===== src/rtl/pdm_cic_decimator_if.sv =====
// Signal bundle between a PDM bit source and the CIC decimator.
interface pdm_cic_decimator_if #(
    parameter int OUT_WIDTH = 16
);
    // Both directions are strobe-only (no ready): PDM_data is consumed in the
    // cycle PDM_valid is high; PCM_data/Clip are meaningful while PCM_valid is
    // high and then held until the next PCM_valid.
    logic                 PDM_data;
    logic                 PDM_valid;
    logic [OUT_WIDTH-1:0] PCM_data;
    logic                 PCM_valid;
    logic                 Clip;

    modport master (
        output PDM_data, PDM_valid,
        input  PCM_data, PCM_valid, Clip
    );

    modport slave (
        input  PDM_data, PDM_valid,
        output PCM_data, PCM_valid, Clip
    );
endinterface


===== src/rtl/pdm_cic_decimator.sv =====
// 3rd-order CIC decimator (M=1) turning a strobed 1-bit PDM stream into
// saturated signed PCM; integrators at strobe rate, combs at frame rate.
module pdm_cic_decimator #(
    parameter int LOG2_DEC  = 6,
    parameter int OUT_WIDTH = 16
) (
    input  logic                  Clock_100MHz,
    input  logic                  Reset,
    pdm_cic_decimator_if.slave    bus
);
    localparam int ACC_W = 3 * LOG2_DEC + 2;
    localparam int SHIFT = ACC_W - 1 - OUT_WIDTH;

    localparam logic signed [ACC_W-1:0] SAT_MAX = {2'b00, {(ACC_W-2){1'b1}}};
    localparam logic signed [ACC_W-1:0] SAT_MIN = {2'b11, {(ACC_W-2){1'b0}}};
    localparam logic [OUT_WIDTH-1:0]    PCM_MAX = {1'b0, {(OUT_WIDTH-1){1'b1}}};
    localparam logic [OUT_WIDTH-1:0]    PCM_MIN = {1'b1, {(OUT_WIDTH-1){1'b0}}};

    logic signed [ACC_W-1:0] i1_q, i1_d, i2_q, i2_d, i3_q, i3_d;
    logic signed [ACC_W-1:0] cin_q, cin_d;
    logic signed [ACC_W-1:0] d1_q, d1_d, d2_q, d2_d, d3_q, d3_d;
    logic signed [ACC_W-1:0] c1_q, c1_d, c2_q, c2_d, c3_q, c3_d;
    logic [LOG2_DEC-1:0]     cnt_q, cnt_d;
    logic [3:0]              stg_q, stg_d;
    logic [OUT_WIDTH-1:0]    pcm_q, pcm_d;
    logic                    pcm_valid_q, pcm_valid_d;
    logic                    clip_q, clip_d;
    logic signed [ACC_W-1:0] x;
    logic                    e0;

    always_comb begin
        x           = bus.PDM_data ? ACC_W'(1) : {ACC_W{1'b1}};
        i1_d        = i1_q;
        i2_d        = i2_q;
        i3_d        = i3_q;
        cnt_d       = cnt_q;
        cin_d       = cin_q;
        d1_d        = d1_q;
        d2_d        = d2_q;
        d3_d        = d3_q;
        c1_d        = c1_q;
        c2_d        = c2_q;
        c3_d        = c3_q;
        pcm_d       = pcm_q;
        clip_d      = clip_q;
        pcm_valid_d = stg_q[3];
        e0          = bus.PDM_valid && (cnt_q == {LOG2_DEC{1'b1}});
        stg_d       = {stg_q[2:0], e0};

        // Cascade uses each stage's freshly updated value in the same cycle.
        if (bus.PDM_valid) begin
            i1_d  = i1_q + x;
            i2_d  = i2_q + i1_d;
            i3_d  = i3_q + i2_d;
            cnt_d = cnt_q + LOG2_DEC'(1);
        end

        if (e0) cin_d = i3_d;

        if (stg_q[0]) begin
            c1_d = cin_q - d1_q;
            d1_d = cin_q;
        end
        if (stg_q[1]) begin
            c2_d = c1_q - d2_q;
            d2_d = c1_q;
        end
        if (stg_q[2]) begin
            c3_d = c2_q - d3_q;
            d3_d = c2_q;
        end

        // Positive full scale (+R^3) is one past the representable range.
        if (stg_q[3]) begin
            if (c3_q > SAT_MAX) begin
                pcm_d  = PCM_MAX;
                clip_d = 1'b1;
            end else if (c3_q < SAT_MIN) begin
                pcm_d  = PCM_MIN;
                clip_d = 1'b0;
            end else begin
                pcm_d  = c3_q[SHIFT +: OUT_WIDTH];
                clip_d = 1'b0;
            end
        end
    end

    always_ff @(posedge Clock_100MHz or posedge Reset) begin
        if (Reset) begin
            i1_q        <= '0;
            i2_q        <= '0;
            i3_q        <= '0;
            cnt_q       <= '0;
            cin_q       <= '0;
            d1_q        <= '0;
            d2_q        <= '0;
            d3_q        <= '0;
            c1_q        <= '0;
            c2_q        <= '0;
            c3_q        <= '0;
            stg_q       <= '0;
            pcm_q       <= '0;
            pcm_valid_q <= 1'b0;
            clip_q      <= 1'b0;
        end else begin
            i1_q        <= i1_d;
            i2_q        <= i2_d;
            i3_q        <= i3_d;
            cnt_q       <= cnt_d;
            cin_q       <= cin_d;
            d1_q        <= d1_d;
            d2_q        <= d2_d;
            d3_q        <= d3_d;
            c1_q        <= c1_d;
            c2_q        <= c2_d;
            c3_q        <= c3_d;
            stg_q       <= stg_d;
            pcm_q       <= pcm_d;
            pcm_valid_q <= pcm_valid_d;
            clip_q      <= clip_d;
        end
    end

    assign bus.PCM_data  = pcm_q;
    assign bus.PCM_valid = pcm_valid_q;
    assign bus.Clip      = clip_q;
endmodule


===== src/flat_wrapper.sv =====
// flat-port wrapper written by rule: the top's interface ports become plain ports
module pdm_cic_decimator_flat 
#(
    parameter int LOG2_DEC  = 6,
    parameter int OUT_WIDTH = 16
)
  (Clock_100MHz, Reset, bus_PDM_data, bus_PDM_valid, bus_PCM_data, bus_PCM_valid, bus_Clip);
  pdm_cic_decimator_if #(.OUT_WIDTH(OUT_WIDTH)) bus_i ();
  input  logic Clock_100MHz;
  input  logic Reset;
  input wire logic [$bits(bus_i.PDM_data)-1:0] bus_PDM_data;
  input wire logic [$bits(bus_i.PDM_valid)-1:0] bus_PDM_valid;
  output wire logic [$bits(bus_i.PCM_data)-1:0] bus_PCM_data;
  output wire logic [$bits(bus_i.PCM_valid)-1:0] bus_PCM_valid;
  output wire logic [$bits(bus_i.Clip)-1:0] bus_Clip;
  assign bus_i.PDM_data = bus_PDM_data;
  assign bus_i.PDM_valid = bus_PDM_valid;
  assign bus_PCM_data = bus_i.PCM_data;
  assign bus_PCM_valid = bus_i.PCM_valid;
  assign bus_Clip = bus_i.Clip;
  pdm_cic_decimator #(.LOG2_DEC(LOG2_DEC), .OUT_WIDTH(OUT_WIDTH)) u_core (.Clock_100MHz(Clock_100MHz), .Reset(Reset), .bus(bus_i));
endmodule

===== config.mk =====
export PLATFORM = sky130hd
export DESIGN_NAME = pdm_cic_decimator_flat
export DESIGN_NICKNAME = d
export VERILOG_FILES = /design/src/rtl/pdm_cic_decimator_if.sv /design/src/rtl/pdm_cic_decimator.sv /design/src/flat_wrapper.sv
export SDC_FILE = /design/constraint.sdc
export NUM_CORES = 1
export LEC_CHECK = 0
export ABC_AREA = 1
export CAP_MARGIN = 20
export CORE_ASPECT_RATIO = 2
export CORE_MARGIN = 1
export CORE_UTILIZATION = 55
export DETAILED_ROUTE_END_ITERATION = 12
export GPL_TIMING_DRIVEN = 0
export PLACE_DENSITY = 0.74
export SYNTH_ARGS = -nofsm -noshare
export SYNTH_HDL_FRONTEND = slang
export SYNTH_SLANG_ARGS = --single-unit

===== constraint.sdc =====
create_clock -name Clock_100MHz -period 7.53 [get_ports Clock_100MHz]
set_clock_uncertainty 0.2 [all_clocks]
set_input_delay 1.1295 -clock Clock_100MHz [delete_from_list [all_inputs] [get_ports Clock_100MHz]]
set_output_delay 1.1295 -clock Clock_100MHz [all_outputs]
set_load 0.05 [all_outputs]

==> summary.txt <==
Status
  – Outcome: completed

GRT
  – Largest net degree at the start of global routing: 119
  – Vias in the first global route: approximately 13000
  – Initial antenna violation count: 0
  – First-pass GRT wire length: around 66000 um
  – GR Util All Layers: between 30% and 40%
  – GRT overflow: 0

Floorplanning
  – Row count: just over 80
  – Core ar.: around 0.026 mm^2
  – Starting Density: between 50% and 60%
  – Die ar.: 0.02668 mm^2
  – Die width: ~120 um
  – Die Span Y: between 200 and 250 um
  – Ports: 22

Cells and area
  – Sequential cell area: ~0.0056 mm^2
  – Area of the multi-input gates: 0.007742 mm^2
  – Most frequent cells in the layout: nand2_1, dfrtp_1, inv_1, o21ai_0
  – Final Util: about three fifths
  – ANT cells: 0
  – # fillers: roughly 2400
  – Commonest non-fill, non-tap cell in the layout: nand2_1
  – Final net count: a little over 2000
  – Area grow syn2layout: 11.08%
  – Share of layout cells above drive strength 1: 4.487%

Clock tree
  – CTS tree: done
  – H-tree levels: 1
  – CTS sink count: roughly 230
  – Worst-Skew Late Latency: approximately 0.53 ns
  – Root Driver: clkbuf_16
  – CTS Buf Count: 22
  – Clock buffer depth: 3
  – Clock Pin Slew Worst Setup and Hold Paths: around 0.07 ns

Route
  – DRC violations left: 0
  – Routed WL per cell: approximately 19 um
  – Number of nets still failing antenna checks after routing: 0
  – First-pass DRT Iterations: 5
  – Post-Route WL: about 43000 um
  – DR vias/cell: 5.624
  – Initial DRC Count: around 440
  – Via count: 12820

Worst setup path
  – Crit-path max cell delay: roughly 0.55 ns
  – Critical path type: in -> reg
  – Most numerous cell on the critical path: nand2_1
  – Arr. time, crit path: 7.40 ns
  – CP Max Fanout: 17
  – Worst setup EP type: flop
  – CP max-delay cell: clkdlybuf4s50_1
  – CP required: slightly below 8 ns
  – Crit start category: primary input

Yosys
  – Mapped Avg Cell Area: about 7.6 um^2
  – Netlist cell types: 47
  – Syn nets: 2002
  – Post-Syn Area: between 0.01 and 0.015 mm^2
  – Synth Register Bits: around 230
  – Warnings from Yosys: 0
  – Mapped Cells: ~1900
  – Seq/Total Area, Yosys: about two fifths

Timing
  – Endpoints failing setup: 0
  – RSZ-0062 raised after global routing: false
  – Max Slew Vio Count: 0
  – Final hold violations: 0
  – Max_slew headroom: 20.09%
  – Final Cycle Share: 94.78%
  – Peak Freq: about 140 MHz
  – Worst slew pin tran: between 1 and 1.5 ns
  – Final WS setup: ~0.4 ns
  – Post-route minimum period: around 7 ns

Placement
  – Dpl hpwl: around 34000 um
  – Placer congestion estimate: roughly 0.99
  – Pre-CTS WS: -0.3204 ns
  – Port Buf Inserts: 20

Worst hold path
  – Hold Path Class: reg -> reg

Flow run
  – Max-capacitance violation count: 0
-- synth_stat cells (all sizes together) --
cell type	instances	share of area [%]
a21boi	5	0.26
o2111ai	1	0.061
clkbuf	38	1.0
nand2	551	14
inv	196	5.1
a21oi	120	4.2
a21o	7	0.37
fa	6	0.84
nand3b	3	0.16
nor2	110	2.9
o211ai	8	0.42
o31ai	6	0.32
and3	3	0.13
o21ai	191	6.8
xnor2	35	2.1
clkinv	1	0.026
ha	120	11
buf	8	0.33
dfrtp	225	39
a31o	1	0.061
or2	18	0.79
nor3	19	0.70
nor3b	1	0.053
xor2	34	2.1
o21a	3	0.16
nor4	6	0.26
o221ai	2	0.12
nand4	23	1.0
a221oi	1	0.061
o21bai	5	0.26
a211oi	5	0.26
nand3	86	3.1
a31oi	26	1.1
and2	7	0.31
a2111oi	1	0.061
-- routing by layer --
metal | GRT usage [%] | vias up | wire length (um)
met5 | 0 | - | 0
met4 | 38.10 | 0 | 5757
met3 | 5.720 | 238 | 1619
li1 | - | 6284 | -
met1 | 21.96 | 5961 | 11590
met2 | 67.26 | 334 | 24370
-- final cells by class --
| cell class | instances | share of cell area [%] |
|---|---|---|
| multi-input cells | 1404 | 48.76 |
| flip-flops and latches | 225 | 35.46 |
| inverters | 197 | 4.727 |
| clock buffers | 29 | 4.018 |
| well taps | 340 | 2.679 |
| repair buffers | 27 | 1.796 |
| clock inverters | 11 | 1.371 |
| plain buffers | 46 | 1.198 |
-- worst max-delay path: cells and delay by family --
kind | cells | cell delay (ns)
simple gates | 17 | 2.48
xor+xnor | 1 | 0.18
compound gates | 6 | 1.60
buf+inv | 3 | 0.84
fa+ha+maj | 3 | 1.13
-- kinds of logic (layout without fill, tap and decap cells) --
| logic type | Yosys count | count (layout) | share of synthesized area [%] |
|---|---|---|---|
| adder cells (fa/ha/maj) | 126 | 126 | 11.34 |
| AND/OR/NAND/NOR | 827 | 827 | 23.95 |
| flip-flops | 225 | 225 | 39.38 |
| AO/OA/AOI/OAI | 382 | 382 | 14.60 |
| XOR/XNOR | 69 | 69 | 4.227 |
| buffers and inverters | 243 | 310 | 6.503 |
-- final timing paths --
path	from	to	slack, ns	depth (start not counted)
min in group asynchronous	Reset	u_core.d3_q[0]	0.98	2
setup / recovery	bus_PDM_data	u_core.cin_q[18]	0.39	30
hold reg to reg	u_core.stg_q[1]	u_core.stg_q[2]	0.18	0
max in group asynchronous	Reset	u_core.cnt_q[5]	5.12	3
hold / removal	u_core.stg_q[1]	u_core.stg_q[2]	0.18	0
setup reg to reg	u_core.i1_q[3]	u_core.cin_q[18]	1.49	27
-- through the flow --
stage / cell area [um^2] / hold slack (ns) / std cells / TNS, ns
finish: 15880 / 0.1841 / 2279 / 0
global route: 15880 / 0.2068 / 2279 / 0
CTS: 15810 / 0.1842 / 2273 / 0
detailed placement: 14960 / 0.1762 / 2233 / -1.330
global placement: 14920 / 0.1749 / 2232 / -643.29
floorplan: 14300 / 0.1519 / 1872 / 0
-- repair_timing --
item,CTS,global route
endpoints found under the setup margin,0,4
buffers inserted,0,6
endpoints found under the hold margin,0,0
hold buffers,0,0
resized for setup,0,2
Power is not shown: default switching activity piles up to over one toggle a cycle in this logic, so the estimate is an artifact.
